<file path="src/rtl/calc_op_sequencer.sv">
// Keypad-to-ALU sequencer: decimal operand entry, operator decode, ALU handshake, display drive.
// Optional ALU watchdog enabled by defining CALC_SEQ_TIMEOUT_EN.
module calc_op_sequencer #(
  parameter int unsigned OPW         = 4,
  parameter int unsigned RW          = 8,
  parameter int unsigned TIMEOUT_CYC = 1024
) (
  input  logic           clk,
  input  logic           reset_n,
  input  logic [3:0]     key,
  input  logic           key_valid,
  output logic           alu_start,
  output logic [OPW-1:0] alu_a,
  output logic [OPW-1:0] alu_b,
  output logic [2:0]     alu_op,
  input  logic           alu_done,
  input  logic [RW-1:0]  alu_result,
  output logic [RW-1:0]  disp_value,
  output logic [3:0]     disp_op,
  output logic           busy,
  output logic           err
);

  localparam int unsigned AW = OPW + 4;
  localparam logic [OPW-1:0] OPMAX = '1;

  localparam logic [2:0] OP_ADD = 3'd0, OP_SUB = 3'd1, OP_DIV = 3'd2,
                         OP_MUL = 3'd3, OP_POW = 3'd4, OP_PCT = 3'd5;
  localparam logic [3:0] K_ADD = 4'd10, K_SUB = 4'd11, K_DIV = 4'd12,
                         K_MUL = 4'd13, K_EQ = 4'd14, K_CLR = 4'd15;

  typedef enum logic [2:0] {
    S_ENTER_A, S_ENTER_B, S_ISSUE, S_WAIT, S_SHOW, S_ERROR
  } state_t;

  state_t         state, state_d;
  logic [OPW-1:0] a, a_d, b, b_d;
  logic [2:0]     op, op_d;
  logic           b_typed, b_typed_d, clr_pend, clr_pend_d;
  logic           alu_start_d, busy_d, err_d;
  logic [OPW-1:0] alu_a_d, alu_b_d;
  logic [2:0]     alu_op_d;
  logic [RW-1:0]  disp_value_d;
  logic [3:0]     disp_op_d;
  logic           tmo_hit;

  // Shift in one decimal digit, saturating at the operand maximum.
  function automatic logic [OPW-1:0] digit_acc(input logic [OPW-1:0] v, input logic [3:0] d);
    logic [AW-1:0] t;
    t = AW'(v) * AW'(10) + AW'(d);
    return (t > AW'(OPMAX)) ? OPMAX : OPW'(t);
  endfunction

  function automatic logic [OPW-1:0] sat_res(input logic [RW-1:0] r);
    return (r > RW'(OPMAX)) ? OPMAX : OPW'(r);
  endfunction

  function automatic logic [2:0] base_op(input logic [3:0] k);
    case (k)
      K_SUB:   return OP_SUB;
      K_DIV:   return OP_DIV;
      K_MUL:   return OP_MUL;
      default: return OP_ADD;
    endcase
  endfunction

`ifdef CALC_SEQ_TIMEOUT_EN
  localparam int unsigned TW = $clog2(TIMEOUT_CYC + 1);
  logic [TW-1:0] tmo_cnt;

  // Counts cycles spent in WAIT; cleared whenever the FSM is elsewhere.
  always_ff @(posedge clk or negedge reset_n) begin
    if (!reset_n)            tmo_cnt <= '0;
    else if (state == S_WAIT) tmo_cnt <= tmo_cnt + 1'b1;
    else                     tmo_cnt <= '0;
  end

  assign tmo_hit = (state == S_WAIT) && (tmo_cnt == TW'(TIMEOUT_CYC - 1));
`else
  // Watchdog compiled out: WAIT never times out.
  assign tmo_hit = 1'b0 & (TIMEOUT_CYC == 0);
`endif

  always_ff @(posedge clk or negedge reset_n) begin
    if (!reset_n) begin
      state      <= S_ENTER_A;
      a          <= '0;
      b          <= '0;
      op         <= OP_ADD;
      b_typed    <= 1'b0;
      clr_pend   <= 1'b0;
      alu_start  <= 1'b0;
      alu_a      <= '0;
      alu_b      <= '0;
      alu_op     <= OP_ADD;
      disp_value <= '0;
      disp_op    <= '0;
      busy       <= 1'b0;
      err        <= 1'b0;
    end else begin
      state      <= state_d;
      a          <= a_d;
      b          <= b_d;
      op         <= op_d;
      b_typed    <= b_typed_d;
      clr_pend   <= clr_pend_d;
      alu_start  <= alu_start_d;
      alu_a      <= alu_a_d;
      alu_b      <= alu_b_d;
      alu_op     <= alu_op_d;
      disp_value <= disp_value_d;
      disp_op    <= disp_op_d;
      busy       <= busy_d;
      err        <= err_d;
    end
  end

  always_comb begin
    logic is_digit, is_oper, do_clr, pend;
    state_d      = state;
    a_d          = a;
    b_d          = b;
    op_d         = op;
    b_typed_d    = b_typed;
    clr_pend_d   = clr_pend;
    alu_start_d  = 1'b0;
    alu_a_d      = alu_a;
    alu_b_d      = alu_b;
    alu_op_d     = alu_op;
    disp_value_d = disp_value;
    disp_op_d    = disp_op;
    err_d        = err;
    busy_d       = 1'b0;
    is_digit     = key < 4'd10;
    is_oper      = (key >= K_ADD) && (key <= K_MUL);
    do_clr       = key_valid && (key == K_CLR) && (state != S_WAIT);
    pend         = clr_pend || (key_valid && key == K_CLR);

    case (state)
      S_ENTER_A: begin
        if (key_valid && is_digit) begin
          a_d          = digit_acc(a, key);
          disp_value_d = RW'(a_d);
        end else if (key_valid && is_oper) begin
          op_d      = base_op(key);
          disp_op_d = key;
          b_d       = '0;
          b_typed_d = 1'b0;
          state_d   = S_ENTER_B;
        end
      end
      S_ENTER_B: begin
        if (key_valid && is_digit) begin
          b_d          = digit_acc(b, key);
          b_typed_d    = 1'b1;
          disp_value_d = RW'(b_d);
        end else if (key_valid && is_oper && !b_typed) begin
          // Repeat press toggles '*'<->pow and '/'<->pct; other keys replace the op.
          if (key == disp_op && key == K_MUL)      op_d = (op == OP_MUL) ? OP_POW : OP_MUL;
          else if (key == disp_op && key == K_DIV) op_d = (op == OP_DIV) ? OP_PCT : OP_DIV;
          else                                     op_d = base_op(key);
          disp_op_d = key;
        end else if (key_valid && key == K_EQ) begin
          if ((op == OP_DIV || op == OP_PCT) && b == '0) begin
            state_d      = S_ERROR;
            err_d        = 1'b1;
            disp_value_d = '1;
          end else begin
            state_d = S_ISSUE;
          end
        end
      end
      S_ISSUE: begin
        alu_start_d = 1'b1;
        alu_a_d     = a;
        alu_b_d     = b;
        alu_op_d    = op;
        state_d     = S_WAIT;
      end
      S_WAIT: begin
        clr_pend_d = pend;
        if (alu_done) begin
          if (pend) do_clr = 1'b1;
          else begin
            disp_value_d = alu_result;
            state_d      = S_SHOW;
          end
        end else if (tmo_hit) begin
          if (pend) do_clr = 1'b1;
          else begin
            state_d      = S_ERROR;
            err_d        = 1'b1;
            disp_value_d = '1;
          end
        end
      end
      S_SHOW: begin
        if (key_valid && is_oper) begin
          a_d       = sat_res(disp_value);
          op_d      = base_op(key);
          disp_op_d = key;
          b_d       = '0;
          b_typed_d = 1'b0;
          state_d   = S_ENTER_B;
        end else if (key_valid && is_digit) begin
          a_d          = OPW'(key);
          disp_value_d = RW'(key);
          disp_op_d    = '0;
          state_d      = S_ENTER_A;
        end
      end
      S_ERROR: begin
        err_d        = 1'b1;
        disp_value_d = '1;
      end
      default: state_d = S_ENTER_A;
    endcase

    // Clear returns every register to its reset value.
    if (do_clr) begin
      state_d      = S_ENTER_A;
      a_d          = '0;
      b_d          = '0;
      op_d         = OP_ADD;
      b_typed_d    = 1'b0;
      clr_pend_d   = 1'b0;
      alu_start_d  = 1'b0;
      alu_a_d      = '0;
      alu_b_d      = '0;
      alu_op_d     = OP_ADD;
      disp_value_d = '0;
      disp_op_d    = '0;
      err_d        = 1'b0;
    end

    busy_d = (state_d == S_ISSUE) || (state_d == S_WAIT);
  end

endmodule

</file>
<file path="config.mk">
export PLATFORM = sky130hd
export DESIGN_NAME = calc_op_sequencer
export DESIGN_NICKNAME = d
export VERILOG_FILES = /design/src/rtl/calc_op_sequencer.sv
export SDC_FILE = /design/constraint.sdc
export NUM_CORES = 1
export LEC_CHECK = 0
export CORE_UTILIZATION = 55
export DETAILED_ROUTE_END_ITERATION = 12
export PLACE_DENSITY = 0.8
export SLEW_MARGIN = 40
export SYNTH_ARGS = -nofsm -noshare
export SYNTH_HDL_FRONTEND = slang
export SYNTH_SLANG_ARGS = --single-unit
export TNS_END_PERCENT = 20
</file>
<file path="constraint.sdc">
create_clock -name clk -period 4.2 [get_ports clk]
set_clock_uncertainty 0.1 [all_clocks]
set_input_delay 0.42 -clock clk [delete_from_list [all_inputs] [get_ports clk]]
set_output_delay 0.42 -clock clk [all_outputs]
set_load 0.03 [all_outputs]
</file>
==> results.md, run 1 <==
- Routability-driven placement finished with a final weighted congestion of 0.887.
- The synthesis-to-finish area growth is 17.0%.
- Setup violations remaining at the end of the flow were counted as 0.
- After clock tree synthesis, the clock-pin slew on the worst setup and hold paths is 90 ps.
- The synthesized instance count is 338.
- The final routed DRC violation total is 0.
- The flow ran to the end, but the final reports show violations.
- The floorplan die height is 76.9 µm.
- The clock root buffer is sky130_fd_sc_hd__clkbuf_8.
- After routing, the total negative slack on setup checks comes to 0 ps.
- The via count of the first global-routing pass is 2710.
- TritonCTS built the clock tree.
- The dominant delay contributor by cell family on the critical path is buffers and inverters.
- VDD sags by at most 442 µV.
- The I/O pin total is 42.
- The cell area that synthesis handed to floorplanning was 3090 µm².
- Counting flops and latches in the post-synthesis netlist gives 42.
- Once detail routing completed, the nets flagged for antenna violations numbered 0.
- Dividing the detail-routed wire length by the instance count gives 17.9 µm.
- The most used flip-flop cell after synthesis is sky130_fd_sc_hd__dfrtp_1.
- The number of rows created at floorplan is 26.
- The delay of the slowest critical-path stage is 930 ps.
- The number of cells in the design after placement is 433.
- Setup repair after global routing left no endpoint under its margin.
- Summed over all nets, the half-perimeter wirelength after detailed placement is 5.90 mm.
- Of all nets on the critical path, the largest fanout is 18.
- After clock tree synthesis, the setup repair step added 0 buffers.
- The number of flops mapped to enable cells by yosys is 0.
- The core region is 5270 µm².
- The die boundary width is 76.9 µm.
- The mean instance size in the synthesized netlist is 9.14 µm².
- The shortest period the worst path allows is 3180 ps.
- The number of H-tree levels is 2.
- The share of the Yosys chip area taken by registers is 34.0%.
- Derived from the worst setup path, the maximum achievable clock frequency is 0.315 GHz.
- The startpoint class of the critical path is a primary input.
- The checks that failed: hold timing.
- The global route total overflow is 0.
- The count of port buffers added during placement is 41.
- The tool flagged a number of max-cap violations equal to 0.
- The final hold slack is -18.2 ps.
- The ratio of final minimum period to clock period is 75.6%.
- The commonest non-fill, non-tap cell in the layout is sky130_fd_sc_hd__dfrtp_1.
- The area of the die is 5920 µm².
- The layout cell share with drive strength beyond 1 is 8.89%.
- The class of the tightest hold or removal check is in2async.
- In the layout the commonest cells are sky130_fd_sc_hd__dfrtp_1 (42), sky130_fd_sc_hd__clkdlybuf4s50_1 (40), sky130_fd_sc_hd__nand2_1 (37).
- The post-CTS resize count is 0.
- The overall power of the completed layout is 2.49 mW.
- The maximum number of pins on one net before global-route repair is 43.
- For this configuration, the core starts out at a cell density of 58.6%.
- The final wirelength is 7.88 mm.
- The critical setup path kind is in2reg.
- Clock tree synthesis found a total of 42 sinks.
- The repair_antennas step left the layout with diodes totalling 0.
- The count of different cell masters after synthesis is 73.
- The final route contains 2820 vias.
- STA puts the critical path data arrival time at 3270 ps.
- STA classifies the critical path endpoint as a register.
- The number of antenna violations at the first check in global routing came to 0.
- The global routing usage summed across all routing layers is 29.0%.
- The net total in the final layout is 405.
- In this run the power density over the cells is 689 nW/µm².
- The signal on the critical path passes through clkdlybuf4s50_1 > inv_1 > fa_1 > a211oi_1 > o2111ai_1 > or2_2 > a41o_1.
- The number of optimization iterations in the first detailed-route pass is 6.
- For this design the static power due to leakage is 1.47 nW.
- The data required time of the critical path is 4290 ps.
- The final count of pins violating max slew is 0.
- The proportion of register bits with asynchronous set or reset after synthesis is 100%.
- The Yosys step of the flow raised 0 warnings.
- The count of endpoints failing hold in the final timing report is 12.
- Fill cells in the final layout number 441.
- Synthesis produced a netlist with a net count of 373.
- Clock latency on the worst-skew pair, taken at its later pin, is 310 ps.
- The global-route wire length before repair is 13.2 mm.
- Timing analysis after detailed placement gives a worst setup slack of 755 ps.
- The clock passes through at most 2 buffers.
- The count of cells in the finished layout, fillers not included, comes to 441.
- After the first detailed-routing iteration, the DRC count stood at 351.
- In this run, post-CTS hold repair placed 0 buffers.
- The buffers plus inverters on the worst setup path is 2.
- The number of buffers created by CTS is 5.
- The slowest stage of the critical path belongs to the cell sky130_fd_sc_hd__clkdlybuf4s50_1.
- For the pin with the worst max-slew slack, the measured transition is 717 ps.
- The worst pin sits at a relative slew slack of 52.1%.
- The worst path meets setup with 1020 ps of slack.
- The average via count per standard cell is 6.39.
[kinds of logic after synthesis]
group                    after synthesis  synth area share, %
AO/OA/AOI/OAI                        106                 25.1
XOR/XNOR                               8                 2.27
adder cells (fa/ha/maj)               20                 9.00
buffers and inverters                 34                 5.47
flip-flops                            42                 34.0
multiplexers                          10                 4.01
AND/OR/NAND/NOR                      118                 20.1
[per-layer routing]
metal,up-vias,share of wire [%],global-route usage [%]
met5,-,0,0
met4,0,4.1,13.8
met3,31,7.0,5.71
met2,122,47,46.3
met1,1339,42,37.5
li1,1328,-,-
[path summary, 6_finish.rpt]
kind,startpoint,to,depth (start not counted),slack [ps]
setup reg to reg,a[1]$_DFFE_PN0P_,disp_value[3]$_DFFE_PN0P_,8,1060
hold / removal,reset_n,busy$_DFF_PN0_,1,-20
setup / recovery,key[2],disp_value[3]$_DFFE_PN0P_,7,1020
max in group asynchronous,reset_n,alu_start$_DFF_PN0_,1,3640
hold reg to reg,b_typed$_DFFE_PN0P_,b_typed$_DFFE_PN0P_,1,400
min in group clk,b_typed$_DFFE_PN0P_,b_typed$_DFFE_PN0P_,1,400
[worst reg2reg max path, cell delays in order (launching register included)]
cell	delay [ps]
sky130_fd_sc_hd__dfrtp_1	480
sky130_fd_sc_hd__ha_1	340
sky130_fd_sc_hd__ha_1	210
sky130_fd_sc_hd__inv_1	70
sky130_fd_sc_hd__fa_1	460
sky130_fd_sc_hd__or4b_1	570
sky130_fd_sc_hd__o2bb2ai_2	190
sky130_fd_sc_hd__or3_1	380
sky130_fd_sc_hd__a41o_1	250
[synthesized netlist by cell type, drive strengths merged, types with 4 or more instances]
library cell / count / share of area, %
a211oi: 9 / 2.4
a21o: 4 / 0.97
a21oi: 30 / 5.0
a31oi: 5 / 1.0
and3: 4 / 0.81
buf: 10 / 2.6
clkbuf: 10 / 1.2
dfrtp: 42 / 34
fa: 4 / 2.6
ha: 15 / 6.1
inv: 13 / 1.6
mux2: 7 / 3.0
nand2: 37 / 4.5
nand2b: 4 / 0.81
nand3: 5 / 0.81
nand3b: 4 / 0.97
nor2: 25 / 3.0
nor3: 11 / 1.9
o211ai: 6 / 1.5
o21a: 5 / 1.3
o21ai: 9 / 1.5
o22ai: 4 / 0.81
o2bb2ai: 7 / 2.2
xor2: 7 / 2.0
[cell type report]
type                            instances  area, µm²  area share, %
Clock buffer                            6       72.6           2.01
Clock inverter                          2       37.5           1.04
Inverter                               14       52.6           1.45
Multi-Input combinational cell        262       1870           51.9
Sequential cell                        42       1050           29.1
Tap cell                               70       87.6           2.42
Timing Repair Buffer                   45        438           12.1
[power breakdown]
part / internal (mW) / switching [mW] / total, mW
combinational: 0.643 / 0.783 / 1.43
clock: 0.177 / 0.146 / 0.323
sequential: 0.551 / 0.190 / 0.740
[sequential cells by signal, summed over array words and instances (netlist names)]
register and flops:
disp_value 8, a 4, alu_a 4, alu_b 4, b 4, disp_op 4
alu_op 3, op 3, state 3, alu_start 1, b_typed 1, busy 1
clr_pend 1, err 1
[metrics by stage]
stage	utilization [%]	cell area, µm²
global placement	66.3	3490
floorplan	-	3090
finish	68.5	3610
CTS	68.4	3610
global route	68.5	3610
detailed placement	66.4	3500
No activity file was read; power rests on OpenSTA's default activity.
==> run 2, diff against run 1 <==
==> constraint.sdc (replaced) <==
create_clock -name clk -period 2.94 [get_ports clk]
set_clock_uncertainty 0.1 [all_clocks]
set_input_delay 0.294 -clock clk [delete_from_list [all_inputs] [get_ports clk]]
set_output_delay 0.294 -clock clk [all_outputs]
set_load 0.03 [all_outputs]
==> results.md, run 2 (synthesis gave the netlist of run 1 again) <==
- Status: complete, no violations (was complete, but fails checks).
- The TritonCTS sink count is 42 (unchanged).
- The length of routed wiring on met1 came to 3.63 mm (was 3.32 mm).
- Highest-count cells in the layout ignoring fill and taps: sky130_fd_sc_hd__dfrtp_1 (42), sky130_fd_sc_hd__clkdlybuf4s50_1 (40), sky130_fd_sc_hd__nand2_1 (37) (unchanged).
- The global-route wire length before repair is 14.1 mm (was 13.2 mm).
- The data required time of the critical path is 3040 ps (was 4290 ps).
- The number of antenna violations at the first check in global routing is 0 (unchanged).
- The critical setup path kind is reg2reg (was in2reg).
- Chain of cells forming the critical path: ha_1 > ha_2 > inv_2 > fa_1 > or4b_1 > o2bb2ai_2 > or3_1 > a41o_1 (was clkdlybuf4s50_1 > inv_1 > fa_1 > a211oi_1 > o2111ai_1 > or2_2 > a41o_1).
- The detailed-placement wirelength estimate was 6.23 mm (was 5.90 mm).
- The layout cell share with drive strength beyond 1 is 15.3% (was 8.89%).
- The post-detailed-route count of antenna-violating nets is 0 (unchanged).
- The leakage power came to 1.58 nW (was 1.47 nW).
- The length of routed met2 wiring is 4.09 mm (was 3.67 mm).
- The net total in the final layout is 427 (was 405).
- The register area is 1050 µm² (unchanged).
- The die boundary width is 76.9 µm (unchanged).
- The clock root buffer is sky130_fd_sc_hd__clkbuf_8 (unchanged).
- The area of the multi-input gates is 1890 µm² (was 1870 µm²).
- The final count of pins violating max slew is 0 (unchanged).
- The cell at the slowest stage of the critical path was sky130_fd_sc_hd__or4b_1 (was sky130_fd_sc_hd__clkdlybuf4s50_1).
- The maximum number of pins on one net before global-route repair is 43 (unchanged).
- The ratio of final minimum period to clock period is 98.7%.
- The average via count per standard cell was 6.36 (was 6.39).
- The via count of the first global-routing pass was 2909 (was 2710).
- The I/O pin total is 42 (unchanged).
- The transition at the pin with the smallest max-transition slack came to 677 ps (was 717 ps).
- The number of buffers created by CTS is 5 (unchanged).
- The capturing element type of the critical path is a register (unchanged).
- The final estimated routing congestion in global placement is 0.938 (was 0.887).
- The top metal layer carrying routed signals is met4 (unchanged).
- The peak fanout along the critical path was 4 (was 18).
- Setup repair after global routing missed its margin: true (was false).
- The clock input transition at the sequential cells of the worst setup and hold paths was 90 ps (about the same).
- The number of max-capacitance violations reported is 0 (unchanged).
- The worst setup slack after placement is -43.5 ps (was 755 ps).
- The placed cell area is 3650 µm² (was 3500 µm²).
- The number of H-tree levels is 2 (unchanged).
- The final wirelength is 8.43 mm (was 7.88 mm).
- The register with the most flip-flops is disp_value (unchanged).
- The count of endpoints failing hold in the final timing report is 0 (was 12).
- The commonest non-fill, non-tap cell in the layout is sky130_fd_sc_hd__dfrtp_1 (unchanged).
- The number of optimization iterations in the first detailed-route pass was 6 (unchanged).
- The starting density of the core is 58.6% (unchanged).
- The global route total overflow is 0 (unchanged).
- The count of port buffers added during placement is 41 (unchanged).
- The detailed-route via count was 2943 (was 2820).
- The shortest period the worst path allows is 2900 ps.
- The number of diodes came to 0 (unchanged).
- The synthesis-to-finish area growth is 23.2% (was 17.0%).
- The total met3 wirelength after detailed routing was 508 µm (was 554 µm).
- The global routing usage summed across all routing layers is 30.4% (was 29.0%).
- The floorplan die height is 76.9 µm (unchanged).
- The placeable core area is 5270 µm² (unchanged).
- The worst flop-to-flop path startpoint is a[3]$_DFFE_PN0P_ (was a[1]$_DFFE_PN0P_).
- The area of the die is 5920 µm² (unchanged).
- The insertion delay of the later-clocked pin in the worst-skew pair is 310 ps (about the same).
- The startpoint class of the critical path is a register (was primary input).
- The worst setup margin is 39.3 ps (was 1020 ps).
- The final routed DRC violation total was 0 (unchanged).
- The CTS tree is done (unchanged).
- The maximum number of buffers from clock root to sink is 2 (unchanged).
- For this run, the top clock speed supported by timing is 0.345 GHz.
- The flip-flop count of the largest register, all copies and words added is 8 (unchanged).
- The area of all placed cells without fillers was 3800 µm² (was 3610 µm²).
- The detail-routed net length per standard cell is 18.2 µm (was 17.9 µm).
- The final hold slack is 395 ps (was -18.2 ps).
- The number of rows created at floorplan is 26 (unchanged).
- The DRC violation total after the first TritonRoute iteration is 298 (was 351).
- The class of the tightest hold or removal check is in2async (unchanged).
- The worst max-slew margin expressed relative to the limit is 54.7% (was 52.1%).
- The number of cells in the design after placement is 453 (was 433).
- The number of filler instances in the final layout was 422 (was 441).
- The peak supply drop is 652 µV (was 442 µV).
- The number of cells in the finished layout apart from fillers is 463 (was 441).
- The data arrival time of the critical path came to 3000 ps (was 3270 ps).
- The number of failing setup endpoints in the final timing report is 0 (unchanged).
- The critical path startpoint is a[3]$_DFFE_PN0P_ (was key[2]).
- The overall power of the completed layout came to 3.80 mW (was 2.49 mW).
- The ratio of total power to cell area is 998 nW/µm² (was 689 nW/µm²).
- The delay of the slowest critical-path stage came to 550 ps (was 930 ps).
[run 2: area by class of cell]
type | instances | area share (%)
clock buffers | 5 | 1.81
multi-input cells | 262 | 49.8
inverters | 14 | 1.38
flip-flops and latches | 42 | 27.6
well taps | 70 | 2.30
clock inverters | 3 | 1.15
repair buffers | 67 | 15.9
[run 2: timing repair]
action | in CTS | in global routing
setup buffers | 1 | 0
gates resized for setup | 0 | 7
hold buffers | 1 | 0
endpoints found under the hold margin | 42 | 0
pin swaps | 2 | 6
endpoints found under the setup margin | 1 | 4
[run 2: critical path, delay by kind of cell, from the launching register on]
family	cells	cell delay, ps
AND/OR/NAND/NOR	2	910
adder cells (fa/ha/maj)	3	940
flip-flops	1	400
AO/OA/AOI/OAI	2	400
buffers and inverters	1	50
[run 2: final timing paths]
| check | slack [ps] | end | cells past startpoint |
|---|---|---|---|
| min in group clk | 410 | err$_DFFE_PN0P_ | 2 |
| worst max-delay path | 40 | disp_value[3]$_DFFE_PN0P_ | 8 |
| worst min-delay path | 390 | op[1]$_DFFE_PN0P_ | 2 |
| worst max register to register | 40 | disp_value[3]$_DFFE_PN0P_ | 8 |
| max in group asynchronous | 1960 | disp_op[0]$_DFFE_PN0P_ | 2 |
| worst min register to register | 410 | err$_DFFE_PN0P_ | 2 |
[run 2: metrics by stage]
stage	setup TNS, ps	util [%]
after global routing	-52.8	72.2
after detailed placement	-43.5	69.2
after global placement	0	69.2
after floorplan	0	-
after CTS	0	71.7
final	0	72.2
[run 2: routing by layer]
| metal | track usage, % | vias to the layer above |
|---|---|---|
| li1 | - | 1366 |
| met1 | 38.1 | 1419 |
| met2 | 52.0 | 134 |
| met3 | 4.88 | 24 |
| met4 | 11.9 | 0 |
| met5 | 0 | - |
[run 2: power breakdown]
part | total (mW) | internal [mW] | switching (mW)
sequential | 0.984 | 0.788 | 0.196
clock | 0.477 | 0.255 | 0.223
combinational | 2.34 | 1.07 | 1.26
total | 3.80 | 2.11 | 1.68
==> run 3, diff against run 2 <==
--- a/config.mk
+++ b/config.mk
@@ -5,8 +5,10 @@
 export SDC_FILE = /design/constraint.sdc
 export NUM_CORES = 1
 export LEC_CHECK = 0
+export CORE_ASPECT_RATIO = 0.7
 export CORE_UTILIZATION = 55
 export DETAILED_ROUTE_END_ITERATION = 12
+export GPL_ROUTABILITY_DRIVEN = 0
 export PLACE_DENSITY = 0.8
 export SLEW_MARGIN = 40
 export SYNTH_ARGS = -nofsm -noshare
==> results.md, run 3 (synthesis gave the netlist of run 1 again) <==
- The area of the die was 5920 µm² (about the same).
- The ratio of total power to cell area is 1030 nW/µm² (was 998 nW/µm²).
- The shortest period the worst path allows was 2890 ps (was 2900 ps).
- The worst flop-to-flop path startpoint is a[3]$_DFFE_PN0P_ (unchanged).
- The number of filler instances in the final layout is 372 (was 422).
- The starting density of the core is 58.1% (was 58.6%).
- The final core utilization is 74.7% (was 72.2%).
- The number of cells in the finished layout apart from fillers is 475 (was 463).
- The commonest non-fill, non-tap cell in the layout is sky130_fd_sc_hd__dfrtp_1 (unchanged).
- The class of the tightest hold or removal check is reg2reg (was in2async).
- The placed cell area came to 3710 µm² (was 3650 µm²).
- The highest clock rate was 0.346 GHz (was 0.345 GHz).
- The summed negative setup slack over all endpoints is 0 ps (unchanged).
- Status: complete, no violations (unchanged).
- The leakage power is 1.66 nW (was 1.58 nW).
- The via count of the first global-routing pass is 2751 (was 2909).
- The final hold slack is 390 ps (was 395 ps).
- The data arrival time of the critical path is 3000 ps (about the same).
- The clock root buffer is sky130_fd_sc_hd__clkbuf_8 (unchanged).
- The number of max-capacitance violations reported is 0 (unchanged).
- The detailed-route via count came to 3023 (was 2943).
- The global route total overflow is 0 (unchanged).
- The layout cell share with drive strength beyond 1 is 18.9% (was 15.3%).
- The insertion delay of the later-clocked pin in the worst-skew pair was 310 ps (about the same).
- The I/O pin total is 42 (unchanged).
- The transition at the pin with the smallest max-transition slack is 531 ps (was 677 ps).
- The flip-flop count of the largest register, all copies and words added is 8 (unchanged).
- The critical setup path kind is reg2reg (unchanged).
- The data required time of the critical path was 3050 ps (was 3040 ps).
- The number of failing setup endpoints in the final timing report is 0 (unchanged).
- The clock input transition at the sequential cells of the worst setup and hold paths is 90 ps (about the same).
- The maximum number of pins on one net before global-route repair was 43 (unchanged).
- The final wirelength was 8.70 mm (was 8.43 mm).
- The global-route wire length before repair is 13.8 mm (was 14.1 mm).
- The peak fanout along the critical path was 5 (was 4).
- The placeable core area is 5310 µm² (was 5270 µm²).
- The ratio of final minimum period to clock period is 98.4% (was 98.7%).
- The maximum number of buffers from clock root to sink came to 2 (unchanged).
- Highest-count cells in the layout ignoring fill and taps: sky130_fd_sc_hd__dfrtp_1 (41), sky130_fd_sc_hd__clkdlybuf4s50_1 (40), sky130_fd_sc_hd__nand2_1 (37) (was sky130_fd_sc_hd__dfrtp_1 (42), sky130_fd_sc_hd__clkdlybuf4s50_1 (40), sky130_fd_sc_hd__nand2_1 (37)).
- The post-detailed-route count of antenna-violating nets is 0 (unchanged).
- The global routing usage summed across all routing layers was 30.0% (was 30.4%).
- The average via count per standard cell was 6.36 (about the same).
- The DRC violation total after the first TritonRoute iteration is 403 (was 298).
- The capturing element type of the critical path is a register (unchanged).
- The number of cells in the design after placement came to 462 (was 453).
- The count of endpoints failing hold in the final timing report is 0 (unchanged).
- The critical path startpoint is a[3]$_DFFE_PN0P_ (unchanged).
- The register with the most flip-flops is disp_value (unchanged).
- The capture endpoint of the worst hold path is b_typed$_DFFE_PN0P_.
- The number of diodes is 0 (unchanged).
- The start point of the worst hold path is b_typed$_DFFE_PN0P_.
- The die boundary width came to 91.6 µm (was 76.9 µm).
- The detailed-placement wirelength estimate came to 6.33 mm (was 6.23 mm).
- The peak supply drop is 570 µV (was 652 µV).
- The worst max-slew margin expressed relative to the limit was 64.2% (was 54.7%).
- The area of all placed cells without fillers is 3970 µm² (was 3800 µm²).
- The number of H-tree levels is 2 (unchanged).
- The final count of pins violating max slew is 0 (unchanged).
- The net total in the final layout is 437 (was 427).
- The TritonCTS sink count came to 42 (unchanged).
- The number of rows created at floorplan is 22 (was 26).
- The floorplan die height was 64.7 µm (was 76.9 µm).
- The number of antenna violations at the first check in global routing came to 0 (unchanged).
- The detail-routed net length per standard cell is 18.3 µm (was 18.2 µm).
- The worst setup slack for register-to-register paths is 50 ps (was 40 ps).
- The number of optimization iterations in the first detailed-route pass is 5 (was 6).
- The CTS tree is done (unchanged).
- The synthesis-to-finish area growth was 28.5% (was 23.2%).
- The length in cells of the worst reg-to-reg path was 8 (unchanged).
- The final routed DRC violation total was 0 (unchanged).
- The cell depth of the worst min-delay path is 1.
- The worst reg2reg path endpoint is disp_value[3]$_DFFE_PN0P_ (unchanged).
- The count of port buffers added during placement is 41 (unchanged).
- The number of buffers created by CTS is 5 (unchanged).
- The startpoint class of the critical path is a register (unchanged).
## run 3: cell types whose count changed in the layout (fill, tap and decap cells not counted), moves of 2 or more
cell                       before  now
sky130_fd_sc_hd__nor4bb_4       0    2
sky130_fd_sc_hd__buf_4         26   34
sky130_fd_sc_hd__or2_2          2    0
sky130_fd_sc_hd__ha_1          14   12
sky130_fd_sc_hd__or2_4          0    2
sky130_fd_sc_hd__ha_4           0    2
## run 3: where the power goes
part	total (mW)	internal (mW)	switching [mW]
Clock	0.482	0.255	0.227
Sequential	1.01	0.789	0.224
Combinational	2.59	1.24	1.35
Total	4.08	2.28	1.80
## run 3: final cells by class
| cell class | instances | area [µm²] | share of cell area (%) |
|---|---|---|---|
| timing repair buffer | 77 | 697 | 17.6 |
| tap | 72 | 90.1 | 2.27 |
| sequential | 42 | 1050 | 26.5 |
| clock inverter | 3 | 43.8 | 1.10 |
| inverter | 14 | 52.6 | 1.32 |
| clock buffer | 5 | 68.8 | 1.73 |
| multi-input combinational | 262 | 1960 | 49.5 |
## run 3: worst max-delay path, stage by stage, from the launching register on
cell	delay (ps)
sky130_fd_sc_hd__dfrtp_1	420
sky130_fd_sc_hd__ha_4	290
sky130_fd_sc_hd__ha_4	130
sky130_fd_sc_hd__inv_2	30
sky130_fd_sc_hd__fa_1	500
sky130_fd_sc_hd__or4b_4	570
sky130_fd_sc_hd__o2bb2ai_4	160
sky130_fd_sc_hd__or3_1	350
sky130_fd_sc_hd__a41o_1	240
## run 3: through the flow
stage / worst slack (ps) / total power, mW
6_report: 48.0 / 4.08
3_5_place_dp: -6.47 / 3.29
3_3_place_gp: 57.6 / 3.25
2_1_floorplan: 4.22 / 2.48
5_1_grt: -3.79 / 4.29
4_1_cts: 17.1 / 3.78
## run 3: how the worst max path moves through the flow
| stage | slack, ps | depth (start not counted) | endpoint |
|---|---|---|---|
| 6_report | 50 | 8 | disp_value[3]$_DFFE_PN0P_ |
| 5_1_grt | -4 | 8 | disp_value[3]$_DFFE_PN0P_ |
| 4_1_cts | 20 | 8 | disp_value[3]$_DFFE_PN0P_ |
| 3_5_place_dp | -6 | 8 | disp_value[3]$_DFFE_PN0P_ |
| 3_3_place_gp | 60 | 8 | disp_value[3]$_DFFE_PN0P_ |
| 2_1_floorplan | 4 | 8 | disp_value[3]$_DFFE_PN0P_ |
## run 3: per-layer routing
| metal | routed length, µm | vias up | share of wire (%) | track usage, % |
|---|---|---|---|---|
| met5 | 0 | - | 0 | 0 |
| met4 | 81 | 0 | 0.93 | 7.54 |
| met3 | 973 | 12 | 11 | 5.75 |
| met2 | 3760 | 180 | 43 | 45.0 |
| met1 | 3880 | 1452 | 45 | 44.6 |
| li1 | - | 1379 | - | - |
## run 3: what timing repair did
| action | in CTS | in global routing |
|---|---|---|
| pin swaps | 1 | 10 |
| resized for setup | 0 | 19 |
| hold endpoints to repair | 42 | 0 |
| hold buffers | 1 | 0 |
| endpoints found under the setup margin | 1 | 5 |
| buffers inserted | 0 | 4 |
| gates cloned | 0 | 0 |
==> variant 1, RTL diff (flow settings as in run 1) <==
The 6 states of `state_t` get a one-hot encoding in 6 bits.
--- a/src/rtl/calc_op_sequencer.sv
+++ b/src/rtl/calc_op_sequencer.sv
@@ -29,8 +29,8 @@
   localparam logic [3:0] K_ADD = 4'd10, K_SUB = 4'd11, K_DIV = 4'd12,
                          K_MUL = 4'd13, K_EQ = 4'd14, K_CLR = 4'd15;
 
-  typedef enum logic [2:0] {
-    S_ENTER_A, S_ENTER_B, S_ISSUE, S_WAIT, S_SHOW, S_ERROR
+  typedef enum logic [5:0] {
+    S_ENTER_A = 6'b000001, S_ENTER_B = 6'b000010, S_ISSUE = 6'b000100, S_WAIT = 6'b001000, S_SHOW = 6'b010000, S_ERROR = 6'b100000
   } state_t;
 
   state_t         state, state_d;
Check against the original RTL: no difference found for any inputs over 4 cycles, from zero or initial values and one cycle with reset_n low; so few cycles prove little.
==> variant 1 against run 1 <==
Fmax increased by 7.5%; sequential cell count grew 3; worst setup slack improved by 220 ps; global-route usage fell by 0.86 points; final area grew 0.66%; total power fell by 20%; routed wire length down 0.55%; area after synthesis is 1.9% higher; non-clock buffer count shrank 1; largest power group unchanged; highest routed layer unchanged.
==> variant 1: results (changes against run 1) <==
worst-margin pin slew=659.8 ps (-56.72 ps); Unique masters post-synth=62 (-15%); DP Wirelength=5.699 mm (-3.5%); DR WL met2=3.543 mm (-3.5%); drt total wl=7.833 mm (-0.55%); CP peak stage delay=830 ps (-100 ps); Peak VDD IR=0.0002860 V (-35%); vias in the first global route=2682 (-1.0%); Routed WL per cell=17.72 um (-0.77%); CTS Buf Count=5 (unchanged); DP Cell Count=434 (+0.23%); met3 WL=549 um (-0.90%); GR Util All Layers=0.2810 (-0.008606); largest net degree at the start of global routing=46 (+7.0%); Tmin final=2954 ps (-222.4 ps); Synth async-reset ratio=1.000 (unchanged); dpl ws=949.9 ps (+194.9 ps); Placer Congestion=0.9254 (+4.4%); worst skew pair latency=300 ps; First-pass DRT Iterations=4 (-2); most frequent cells after synthesis=44 x dfrtp_1, 37 x nor2_1, 25 x a21oi_1; placed inst area=3521 um2 (+0.68%); routed vias/inst=6.172 (-3.5%); slowest CP cell=clkdlybuf4s50_1; adder-cell share of the synthesized area=0.08506 (-0.004896); Pleak=1.593 nW (+8.2%); Synth Area in XOR/XNOR=0.02782 (+0.005132); reg2reg setup slack=1280 ps (+220 ps); synthesized instance count=335 (-0.89%); Final nets=404 (-0.25%); register area share after synthesis=0.3581 (+0.01775); share of post-route cells with drive strength above 1=0.08649 (-0.002462); post-synthesis mux area share=0.04293 (+0.002812); status=complete, no violations; Min Hold Slack=11.79 ps (+30.00 ps); port bufs=41 (unchanged); CP Max Fanout=15 (-3); Area contributors post-synth=dfrtp_1 35%, ha_1 6.0%, nor2_1 4.4%; max layer used=met4; leading registers by flop count=disp_value (8), state (6); Post-CTS Resized=0 (unchanged); first-pass GRT wire length=13.23 mm (unchanged); CP arrival=3050 ps (-220 ps); DRT iter0 DRCs=310 (-12%); Mapped Nets=370 (-0.80%); Synth Area in Compound Gates=0.2138 (-0.03738); hold crit path type=in2async; M1 WL=3.551 mm (+6.9%); Worst-path clk slew=90 ps (about the same)
variant 1: cell types whose count changed in the layout (fill, tap and decap cells not counted), sizes merged, moves of 6 or more:
cell / before / now
nand2: 37 / 19
nor2: 25 / 37
nand3: 5 / 15
o21ai: 9 / 17
mux2i: 3 / 9
variant 1: power by group:
part / switching [mW] / leakage (nW) / internal [mW] / total (mW)
clock network: 0.160 / 0.0543 / 0.178 / 0.339
registers: 0.128 / 0.583 / 0.534 / 0.662
logic: 0.552 / 0.955 / 0.442 / 0.995
variant 1: routing by layer:
layer,global-route usage,vias up
met5,0,-
met4,0.1094,0
met3,0.05529,16
met2,0.4345,107
met1,0.3875,1299
li1,-,1306
variant 1: path summary, 6_finish.rpt:
check                                            end  cells after the start                 from
max in group asynchronous       alu_b[2]$_DFFE_PN0P_                      1              reset_n
setup / recovery           disp_value[2]$_DFFE_PN0P_                      9               key[1]
setup reg to reg           disp_value[2]$_DFFE_PN0P_                     10     a[1]$_DFFE_PN0P_
hold / removal             disp_value[5]$_DFFE_PN0P_                      1              reset_n
min in group clk                 b_typed$_DFFE_PN0P_                      1  b_typed$_DFFE_PN0P_
hold reg to reg                  b_typed$_DFFE_PN0P_                      1  b_typed$_DFFE_PN0P_
variant 1: cell type report:
type | count | area [um2]
Fill cell | 455 | 1871
Multi-Input combinational cell | 257 | 1813
Clock buffer | 5 | 68.82
Timing Repair Buffer | 44 | 430.4
Inverter | 16 | 60.06
Sequential cell | 45 | 1127
Tap cell | 72 | 90.09
Clock inverter | 3 | 46.29
variant 1: worst max-delay path: cells and delay by family:
family,cells,cell delay (ps)
AO/OA/AOI/OAI,4,820
adder cells (fa/ha/maj),2,720
buffers and inverters,2,890
AND/OR/NAND/NOR,1,190
==> variant 2, RTL diff (settings of run 1) <==
Without the edit above. The parameter `RW` goes from 8 to 12.
--- a/src/rtl/calc_op_sequencer.sv
+++ b/src/rtl/calc_op_sequencer.sv
@@ -2,7 +2,7 @@
 // Optional ALU watchdog enabled by defining CALC_SEQ_TIMEOUT_EN.
 module calc_op_sequencer #(
   parameter int unsigned OPW         = 4,
-  parameter int unsigned RW          = 8,
+  parameter int unsigned RW          = 12,
   parameter int unsigned TIMEOUT_CYC = 1024
 ) (
   input  logic           clk,
Ports: changed (resized alu_result and disp_value); port bits go from 42 to 50. The function was not compared with the original's and may differ.
==> variant 2 against run 1 <==
Total power grew 9.4%; core utilization decreased by 1.7 points; sequential share of layout area up 2.2 points; worst setup slack got worse by 18 ps; critical path type is now reg2reg; sequential power grew 16%; area after synthesis rose by 1.7%; die area grew 1.6%; fmax is 0.56% lower; routed wire length hardly changed; sequential cell count grew 4; count of clock-buffer cells in the layout fell by 1; global-route usage is 0.56 points lower; final area grew 1.9%.
==> variant 2: results (changes against run 1) <==
root buffer cell=clkbuf_8; placed inst area=3590 um2 (+2.6%); drt total wl=7.875 mm (about the same); DP Wirelength=5.914 mm (+0.17%); DR WL met2=3.835 mm (+4.4%); met3 usage=0.05059 (-0.006555); hold crit path type=in2async; met2 Use GR=0.4841 (+0.02157); met3 WL=405 um (-27%); Post-Layout Cell Count=456 (+3.4%); Peak VDD IR=0.0003863 V (-13%); Pleak=1.523 nW (+3.5%); Syn Area/Cell=9.073 um2 (-0.69%); critical path's top delay family=adder cells; Top reg by flops=disp_value; CTS Buf Count=5 (unchanged); CP arrival=3290 ps (+20 ps); routed vias/inst=6.281 (-1.8%); antenna violations before repair=0 (unchanged); CP peak stage delay=590 ps (-340 ps); Worst-path clk slew=90 ps (about the same); Area contributors post-synth=dfrtp_1 37%, ha_1 6.0%, a21oi_1 5.7%; Post-CTS Resized=0 (unchanged); met1 Track Usage GR=0.3727 (-0.002752); slowest CP cell=fa_1; NetSw=1.313 mW (+17%); CP Max Fanout=7 (-11); DP Cell Count=448 (+3.5%); Synth Flop Type=dfrtp_1; share of post-route cells with drive strength above 1=0.07552 (-0.01343); most frequent cells after synthesis=46 x dfrtp_1, 37 x nand2_1, 36 x a21oi_1; H-tree levels=2 (unchanged); DRT iter0 DRCs=223 (-36%); register area share after synthesis=0.3667 (+0.02632); Unique masters post-synth=67 (-8.2%); first-pass GRT wire length=13.45 mm (+1.6%); # diodes=0 (unchanged); Final nets=422 (+4.2%); Mapped Nets=385 (+3.2%); max layer used=met4; largest net degree at the start of global routing=47 (+9.3%); GR Util All Layers=0.2840 (-0.005592); GRT overflow=0 (unchanged); dpl ws=757.5 ps (+2.464 ps); Fill cells=459 (+4.1%); port bufs=49 (+20%); Largest register FFs=12 (+4); M1 WL=3.521 mm (+6.0%); relative slew slack=0.5459 (+0.02507); status=complete, no violations; Placer Congestion=0.9770 (+10%); Synth async-reset ratio=1.000 (unchanged); vias in the first global route=2744 (+1.3%); First-pass DRT Iterations=5 (-1)
==> variant 2: kinds of logic (layout without fill, tap and decap cells) <==
kind of cell / count (synthesis) / count (layout) / synth area share
mux: 2 / 2 / 0.006775
buf+inv: 33 / 71 / 0.05978
xor+xnor: 5 / 5 / 0.01634
flops: 46 / 46 / 0.3667
fa+ha+maj: 19 / 19 / 0.08529
compound gates: 115 / 115 / 0.2639
simple gates: 126 / 126 / 0.2013
==> variant 2: worst paths after layout <==
path	startpoint	to	slack, ps	depth (start not counted)
setup / recovery	b[1]$_DFFE_PN0P_	disp_value[3]$_DFFE_PN0P_	1010	9
hold reg to reg	err$_DFFE_PN0P_	err$_DFFE_PN0P_	410	2
setup reg to reg	b[1]$_DFFE_PN0P_	disp_value[3]$_DFFE_PN0P_	1010	9
hold / removal	reset_n	alu_a[1]$_DFFE_PN0P_	10	1
max in group asynchronous	reset_n	state[0]$_DFF_PN0_	3570	1
min in group clk	err$_DFFE_PN0P_	err$_DFFE_PN0P_	410	2
==> variant 2: power by group through the flow <==
stage	registers (mW)	clock network, mW	logic, mW
2_1_floorplan	1.01	0	0.942
3_3_place_gp	0.859	0	1.53
3_5_place_dp	0.868	0	1.57
4_1_cts	0.861	0.279	1.58
5_1_grt	0.898	0.297	1.74
6_report	0.862	0.276	1.59
==> variant 2: layout make-up <==
type	count	area (um2)	share of cell area
Inverter	12	45.04	0.01224
Sequential cell	46	1152	0.3131
Clock buffer	5	68.82	0.01869
Multi-Input combinational cell	267	1800	0.4891
Clock inverter	3	21.27	0.005778
Tap cell	72	90.09	0.02447
Timing Repair Buffer	51	503.0	0.1366
